`config.mk`:
```
export PLATFORM = sky130hd
export DESIGN_NAME = banked_sync_ram_flat
export DESIGN_NICKNAME = d
export VERILOG_FILES = /design/src/rtl/banked_ram_pkg.sv /design/src/rtl/banked_sync_ram_if.sv /design/src/rtl/banked_ram_rd_pipe.sv /design/src/rtl/banked_sync_ram.sv /design/src/flat_wrapper.sv
export SDC_FILE = /design/constraint.sdc
export NUM_CORES = 1
export LEC_CHECK = 0
export ABC_AREA = 1
export CORE_MARGIN = 3
export CORE_UTILIZATION = 35
export CTS_CLUSTER_DIAMETER = 200
export DETAILED_ROUTE_END_ITERATION = 6
export GPL_ROUTABILITY_DRIVEN = 0
export PLACE_DENSITY = 0.61
export SLEW_MARGIN = 30
export SYNTH_ARGS = -nofsm -noshare
export SYNTH_HDL_FRONTEND = slang
export SYNTH_SLANG_ARGS = --single-unit
```
`constraint.sdc`:
```
create_clock -name clk -period 4.3 [get_ports clk]
set_clock_uncertainty 0.2 [all_clocks]
set_input_delay 1.29 -clock clk [delete_from_list [all_inputs] [get_ports clk]]
set_output_delay 1.29 -clock clk [all_outputs]
set_load 0.02 [all_outputs]
```
`src/rtl/banked_ram_pkg.sv`:
```
// Shared types and helpers for banked_sync_ram: FSM state encoding, byte count
// and the per-byte even-parity function.
package banked_ram_pkg;

    typedef enum logic {
        ST_INIT = 1'b0,
        ST_RUN  = 1'b1
    } state_t;

    localparam int BITS_PER_BYTE = 8;

    function automatic int byte_count(input int data_width);
        return data_width / BITS_PER_BYTE;
    endfunction

    function automatic logic byte_parity(input logic [7:0] b);
        return ^b;
    endfunction

endpackage

```
`src/rtl/banked_sync_ram_if.sv`:
```
// Request/response bus of banked_sync_ram; master drives requests, slave is the RAM.
interface banked_sync_ram_if #(
    parameter int DATA_WIDTH = 32,
    parameter int ADDR_WIDTH = 4
);
    logic                    cs;
    logic                    we;
    logic                    oe;
    logic [DATA_WIDTH/8-1:0] be;
    logic [ADDR_WIDTH-1:0]   addr;
    logic [DATA_WIDTH-1:0]   wdata;
    logic [DATA_WIDTH-1:0]   rdata;
    logic                    rvalid;
    logic                    ready;
    logic                    parity_err;

    modport master (
        output cs, we, oe, be, addr, wdata,
        input  rdata, rvalid, ready, parity_err
    );

    modport slave (
        input  cs, we, oe, be, addr, wdata,
        output rdata, rvalid, ready, parity_err
    );

endinterface

```
`src/rtl/banked_ram_rd_pipe.sv`:
```
// READ_LATENCY-deep read response pipeline carrying valid, oe, data and (with
// BANKED_RAM_PARITY_EN) stored parity; only the valid bits are reset.
module banked_ram_rd_pipe
    import banked_ram_pkg::*;
#(
    parameter int DATA_WIDTH   = 32,
    parameter int READ_LATENCY = 1
) (
    input  logic                    clk,
    input  logic                    rst_n,
    input  logic                    i_vld,
    input  logic                    i_oe,
    input  logic [DATA_WIDTH-1:0]   i_data,
`ifdef BANKED_RAM_PARITY_EN
    input  logic [DATA_WIDTH/8-1:0] i_par,
    output logic                    o_perr,
`endif
    output logic                    o_vld,
    output logic [DATA_WIDTH-1:0]   o_data
);
    localparam int LAST = READ_LATENCY - 1;

    logic                  r_vld  [READ_LATENCY];
    logic                  r_oe   [READ_LATENCY];
    logic [DATA_WIDTH-1:0] r_data [READ_LATENCY];

    always_ff @(posedge clk or negedge rst_n) begin
        if (!rst_n) begin
            for (int i = 0; i < READ_LATENCY; i++) r_vld[i] <= 1'b0;
        end else begin
            r_vld[0] <= i_vld;
            for (int i = 1; i < READ_LATENCY; i++) r_vld[i] <= r_vld[i-1];
        end
    end

    always_ff @(posedge clk) begin
        r_oe[0]   <= i_oe;
        r_data[0] <= i_data;
        for (int i = 1; i < READ_LATENCY; i++) begin
            r_oe[i]   <= r_oe[i-1];
            r_data[i] <= r_data[i-1];
        end
    end

    // Data is gated by valid so rdata reads 0 between beats and out of reset.
    assign o_vld  = r_vld[LAST];
    assign o_data = (r_vld[LAST] && r_oe[LAST]) ? r_data[LAST] : '0;

`ifdef BANKED_RAM_PARITY_EN
    localparam int BYTES = byte_count(DATA_WIDTH);

    logic [BYTES-1:0] r_par [READ_LATENCY];
    logic [BYTES-1:0] w_par_calc;

    always_ff @(posedge clk) begin
        r_par[0] <= i_par;
        for (int i = 1; i < READ_LATENCY; i++) r_par[i] <= r_par[i-1];
    end

    always_comb begin
        w_par_calc = '0;
        for (int b = 0; b < BYTES; b++) w_par_calc[b] = byte_parity(r_data[LAST][8*b +: 8]);
    end

    // Checked on the raw word, so a corrupted byte is flagged even with oe=0.
    assign o_perr = r_vld[LAST] && (w_par_calc != r_par[LAST]);
`endif

endmodule

```
`src/rtl/banked_sync_ram.sv`:
```
// banked_sync_ram: byte-enabled synchronous RAM with hardware zero-init after reset,
// READ_LATENCY read pipeline and ready handshake. BANKED_RAM_PARITY_EN adds byte parity.
module banked_sync_ram
    import banked_ram_pkg::*;
#(
    parameter int DATA_WIDTH   = 32,
    parameter int ADDR_WIDTH   = 4,
    parameter int DEPTH        = 16,
    parameter int READ_LATENCY = 1
) (
    input  logic             clk,
    input  logic             rst_n,
    banked_sync_ram_if.slave bus
);
    localparam int BYTES = byte_count(DATA_WIDTH);
    localparam int IDX_W = (DEPTH > 1) ? $clog2(DEPTH) : 1;
    localparam logic [IDX_W-1:0]    CNT_LAST  = IDX_W'(DEPTH - 1);
    localparam logic [ADDR_WIDTH:0] DEPTH_EXT = (ADDR_WIDTH + 1)'(DEPTH);

    if (READ_LATENCY != 1 && READ_LATENCY != 2) begin : g_bad_latency
        $fatal(1, "banked_sync_ram: READ_LATENCY must be 1 or 2");
    end
    if ((DATA_WIDTH % 8) != 0) begin : g_bad_width
        $fatal(1, "banked_sync_ram: DATA_WIDTH must be a multiple of 8");
    end
    if (DEPTH > (2 ** ADDR_WIDTH)) begin : g_bad_depth
        $fatal(1, "banked_sync_ram: DEPTH exceeds 2**ADDR_WIDTH");
    end

    state_t             r_state;
    state_t             w_state_nxt;
    logic [IDX_W-1:0]   r_cnt;
    logic               w_ready;
    logic               w_init;

    always_ff @(posedge clk or negedge rst_n) begin
        if (!rst_n) begin
            r_state <= ST_INIT;
            r_cnt   <= '0;
        end else begin
            r_state <= w_state_nxt;
            if (r_state == ST_INIT && r_cnt != CNT_LAST) r_cnt <= r_cnt + 1'b1;
        end
    end

    always_comb begin
        w_state_nxt = r_state;
        if (r_state == ST_INIT && r_cnt == CNT_LAST) w_state_nxt = ST_RUN;
    end

    always_comb begin
        w_ready = (r_state == ST_RUN);
        w_init  = (r_state == ST_INIT);
    end

    logic                  w_accept;
    logic                  w_in_range;
    logic [IDX_W-1:0]      w_idx;
    logic                  w_mem_we;
    logic [BYTES-1:0]      w_mem_be;
    logic [IDX_W-1:0]      w_mem_idx;
    logic [DATA_WIDTH-1:0] w_mem_wdata;
    logic                  w_rd_fire;
    logic [DATA_WIDTH-1:0] w_rd_data;

    assign w_accept   = bus.cs && w_ready;
    assign w_in_range = {1'b0, bus.addr} < DEPTH_EXT;
    assign w_idx      = bus.addr[IDX_W-1:0];

    // INIT owns the write port; bus writes only land in RUN and in range.
    always_comb begin
        w_mem_we    = 1'b0;
        w_mem_be    = '0;
        w_mem_idx   = w_idx;
        w_mem_wdata = bus.wdata;
        if (w_init) begin
            w_mem_we    = 1'b1;
            w_mem_be    = '1;
            w_mem_idx   = r_cnt;
            w_mem_wdata = '0;
        end else if (w_accept && bus.we && w_in_range) begin
            w_mem_we = 1'b1;
            w_mem_be = bus.be;
        end
    end

    logic [DATA_WIDTH-1:0] r_mem [DEPTH];

    always_ff @(posedge clk) begin
        if (w_mem_we) begin
            for (int i = 0; i < BYTES; i++) begin
                if (w_mem_be[i]) r_mem[w_mem_idx][8*i +: 8] <= w_mem_wdata[8*i +: 8];
            end
        end
    end

    assign w_rd_fire = w_accept && !bus.we;
    assign w_rd_data = w_in_range ? r_mem[w_idx] : '0;

`ifdef BANKED_RAM_PARITY_EN
    logic [BYTES-1:0] r_par [DEPTH];
    logic [BYTES-1:0] w_mem_par;
    logic [BYTES-1:0] w_rd_par;

    always_comb begin
        w_mem_par = '0;
        for (int i = 0; i < BYTES; i++) w_mem_par[i] = byte_parity(w_mem_wdata[8*i +: 8]);
    end

    always_ff @(posedge clk) begin
        if (w_mem_we) begin
            for (int i = 0; i < BYTES; i++) begin
                if (w_mem_be[i]) r_par[w_mem_idx][i] <= w_mem_par[i];
            end
        end
    end

    // Out-of-range reads carry zero data with zero parity, so they never flag.
    assign w_rd_par = w_in_range ? r_par[w_idx] : '0;
`endif

    banked_ram_rd_pipe #(
        .DATA_WIDTH   (DATA_WIDTH),
        .READ_LATENCY (READ_LATENCY)
    ) u_rd_pipe (
        .clk    (clk),
        .rst_n  (rst_n),
        .i_vld  (w_rd_fire),
        .i_oe   (bus.oe),
        .i_data (w_rd_data),
`ifdef BANKED_RAM_PARITY_EN
        .i_par  (w_rd_par),
        .o_perr (bus.parity_err),
`endif
        .o_vld  (bus.rvalid),
        .o_data (bus.rdata)
    );

`ifndef BANKED_RAM_PARITY_EN
    assign bus.parity_err = 1'b0;
`endif

    assign bus.ready = w_ready;

endmodule
```
`src/flat_wrapper.sv`:
```
// flat-port wrapper written by rule: the top's interface ports become plain ports
module banked_sync_ram_flat import banked_ram_pkg::*;
#(
    parameter int DATA_WIDTH   = 32,
    parameter int ADDR_WIDTH   = 4,
    parameter int DEPTH        = 16,
    parameter int READ_LATENCY = 1
)
  (clk, rst_n, bus_cs, bus_we, bus_oe, bus_be, bus_addr, bus_wdata, bus_rdata, bus_rvalid, bus_ready, bus_parity_err);
  banked_sync_ram_if #(.DATA_WIDTH(DATA_WIDTH), .ADDR_WIDTH(ADDR_WIDTH)) bus_i ();
  input  logic clk;
  input  logic rst_n;
  input wire logic [$bits(bus_i.cs)-1:0] bus_cs;
  input wire logic [$bits(bus_i.we)-1:0] bus_we;
  input wire logic [$bits(bus_i.oe)-1:0] bus_oe;
  input wire logic [$bits(bus_i.be)-1:0] bus_be;
  input wire logic [$bits(bus_i.addr)-1:0] bus_addr;
  input wire logic [$bits(bus_i.wdata)-1:0] bus_wdata;
  output wire logic [$bits(bus_i.rdata)-1:0] bus_rdata;
  output wire logic [$bits(bus_i.rvalid)-1:0] bus_rvalid;
  output wire logic [$bits(bus_i.ready)-1:0] bus_ready;
  output wire logic [$bits(bus_i.parity_err)-1:0] bus_parity_err;
  assign bus_i.cs = bus_cs;
  assign bus_i.we = bus_we;
  assign bus_i.oe = bus_oe;
  assign bus_i.be = bus_be;
  assign bus_i.addr = bus_addr;
  assign bus_i.wdata = bus_wdata;
  assign bus_rdata = bus_i.rdata;
  assign bus_rvalid = bus_i.rvalid;
  assign bus_ready = bus_i.ready;
  assign bus_parity_err = bus_i.parity_err;
  banked_sync_ram #(.DATA_WIDTH(DATA_WIDTH), .ADDR_WIDTH(ADDR_WIDTH), .DEPTH(DEPTH), .READ_LATENCY(READ_LATENCY)) u_core (.clk(clk), .rst_n(rst_n), .bus(bus_i));
endmodule
```
==> metrics.txt <==
placed instance area=25300 sq um; internal power=8.98 mW; DRC Markers=0; leakage=11.5 nW; clock root buffer=clkbuf_16; Clock Latency Late Sink=600 ps; first-pass GRT wire length=91800 um; Net Switching=2.53 mW; hold buffer count at CTS=0; f_max=264 MHz; largest net degree at the start of global routing=208; CP max stage cell=clkdlybuf4s50_1; area share of the largest cell type after synthesis=0.648; r2r setup slk=1210 ps; HP Start=u_core.r_cnt[3]$_DFFE_PN0P_; logic gate share of total power=0.057; post-cts repair resize count=0; Final Net Count=2456; first-iteration detailed-routing DRC count=1460; Worst setup EP type=output port; RSZ-0062 raised after global routing=no; Die Ht=266 um; drt total wl=59200 um; Reg-to-Reg Start=u_core.bus.ready$_DFFE_PN0P_; Total Neg Setup Slack=0 ps; Vias=15800; leading area contributor after synthesis=edfxtp_1; hold slack=321 ps; antenna cell count=0; H-tree Lvls=2; IO Port Bufs=78; clock sink count=551; vias per std cell=4.77; crit start category=flop; final setup margin=510 ps; Die X=266 um; slowest stage delay, CP=640 ps; hold path cells=2; Post-CTS Setup Inserts=0; Final HPWL DP=34500 um; GRT Total Usage=0.167; syn_nets=2409; worst-path fanout max=21; WHS Endpoint=u_core.r_cnt[3]$_DFFE_PN0P_; status=complete, no violations; DR pass1 iterations=5; clock power share=0.429; Netlist cell types=24; worst rel slew slack=0.330; #FFs+latches synth=551; Hold Crit Class=flop to flop; Worst-path clk slew=60 ps; initial core utilization=0.357; Ports=80; sequential share of the synthesized area=0.682; final setup vio count=0; Net Sw Frac=0.220; Setup CP Type=flop to output port; # rows=94; critical-path cell list=nand2_2 -> buf_12 -> nor2_1 -> clkdlybuf4s50_1; Fill cells=6332; Longest Clk Path Bufs=3; Max-cap violations=0; Final min period=3790 ps; Pwr per Cell Area=423 nW/um^2; die area=71000 sq um; Data arrival, critical path=2300 ps; P&R area growth vs syn=14.7%; GRT overflow=0; final core occ=0.409; R2R depth=6; Post-Synthesis Cells=2363; initial antenna violation count=2; Worst Tran Pin Value=1000 ps; Final Max Slew Viols=0; share of layout cells above drive strength 1=0.0652; WL per Instance=17.8 um; core area=66500 sq um; final instance area=27200 sq um; Synth area leaders=edfxtp_1 65%, nand2_1 12%, nand3_1 8.2%; Ys Warns=0; Place WS=605 ps; TritonCTS buffer count=58; Fin. Hold Viols=0; Flop pwr share=0.514; vias in the first global route=15700; Final period util=0.881; Critical Path RT=2810 ps; Mean Syn Cell Area=10.0 sq um; synthesized area=23700 sq um; Worst VDD drop=333 uV; CTS tree=built; antenna-violating nets left=0; R2R Path End=u_core.r_mem[8][9]$_DFFE_PP_
==> cell usage after synthesis, drive strengths merged <==
library cell  instances
nand2               728
edfxtp              512
inv                 459
nand3               387
nor2                105
buf                  92
dfxtp                33
clkbuf               25
dfrtp                 6
o21ai                 6
a31oi                 4
conb                  1
ha                    1
mux2                  1
or2                   1
xnor2                 1
xor2                  1
==> routing by layer <==
metal,vias up,track usage,share of wire
li1,7606,-,-
met1,7568,0.223,0.43
met2,530,0.279,0.48
met3,114,0.0242,0.062
met4,2,0.0636,0.032
met5,-,0,0.000084
==> power by group through the flow <==
stage / Sequential, mW / Combinational, mW / Clock (mW)
after floorplan: 6.02 / 0.418 / 0
after global placement: 6.03 / 0.648 / 0
after detailed placement: 6.03 / 0.659 / 0
after CTS: 5.91 / 0.662 / 5.03
after global routing: 5.91 / 0.732 / 5.26
final: 5.91 / 0.659 / 4.94
==> logic make-up (layout without fill, tap and decap cells) <==
group,Yosys count,in the layout,share of synthesized area
AOI/OAI and AO/OA,10,10,0.00295
xor gates and xnor gates,2,2,0.000738
adders and majority gates,1,1,0.000527
buffers and inverters,576,668,0.0981
DFF,551,551,0.682
muxes,1,1,0.000475
other,1,1,0.000158
and+or+nand+nor,1221,1221,0.215
==> state kept, by name, summed over array words and instances, names as in the netlist <==
name and flops:
u_core.u_rd_pipe.o_vld 1, u_core.u_rd_pipe.r_oe 1, u_core.r_cnt 4, u_core.r_mem 512, u_core.bus.ready 1, u_core.u_rd_pipe.r_data 32
==> critical path, delay by kind of cell, from the launching register on <==
kind / cells / cell delay, ps
simple gates: 2 / 420
flops: 1 / 360
buf+inv: 2 / 910
==> worst max path at each step <==
stage	startpoint	endpoint	slack [ps]	cells after the start
final	u_core.u_rd_pipe.o_vld$_DFF_PN0_	bus_rdata[0]	510	4
after global routing	u_core.u_rd_pipe.o_vld$_DFF_PN0_	bus_rdata[0]	370	4
after CTS	u_core.u_rd_pipe.o_vld$_DFF_PN0_	bus_rdata[0]	350	4
after floorplan	bus_addr[3]	u_core.r_mem[3][0]$_DFFE_PP_	1390	6
after global placement	bus_addr[1]	u_core.u_rd_pipe.r_data[0][6]$_DFF_P_	470	8
after detailed placement	bus_addr[1]	u_core.u_rd_pipe.r_data[0][27]$_DFF_P_	610	7
==> cells in the final DEF, fill, tap and decap left out, types with 20 or more instances in the layout <==
master	synthesis	routed
nand2_1	728	727
edfxtp_1	512	512
clkbuf_16	0	59
buf_4	21	20
nor2_2	3	27
dfxtp_1	33	33
inv_1	452	451
clkdlybuf4s50_1	0	74
nor2_1	99	75
nand3_1	387	387
==> metrics by stage <==
stage / total power [mW] / std cells
2_1_floorplan: 6.43 / 2363
3_3_place_gp: 6.68 / 3212
3_5_place_dp: 6.69 / 3213
4_1_cts: 11.6 / 3318
5_1_grt: 11.9 / 3319
6_report: 11.5 / 3319
==> final cells by class <==
class / instances / area, sq um / share of cell area
timing repair buffer: 104 / 1060 / 0.0390
inverter: 459 / 1730 / 0.0636
clock buffer: 69 / 1530 / 0.0564
tap: 864 / 1080 / 0.0397
sequential: 551 / 16200 / 0.595
clock inverter: 36 / 338 / 0.0124
multi-input combinational: 1236 / 5280 / 0.194
Power figures use the tool's default switching activity.
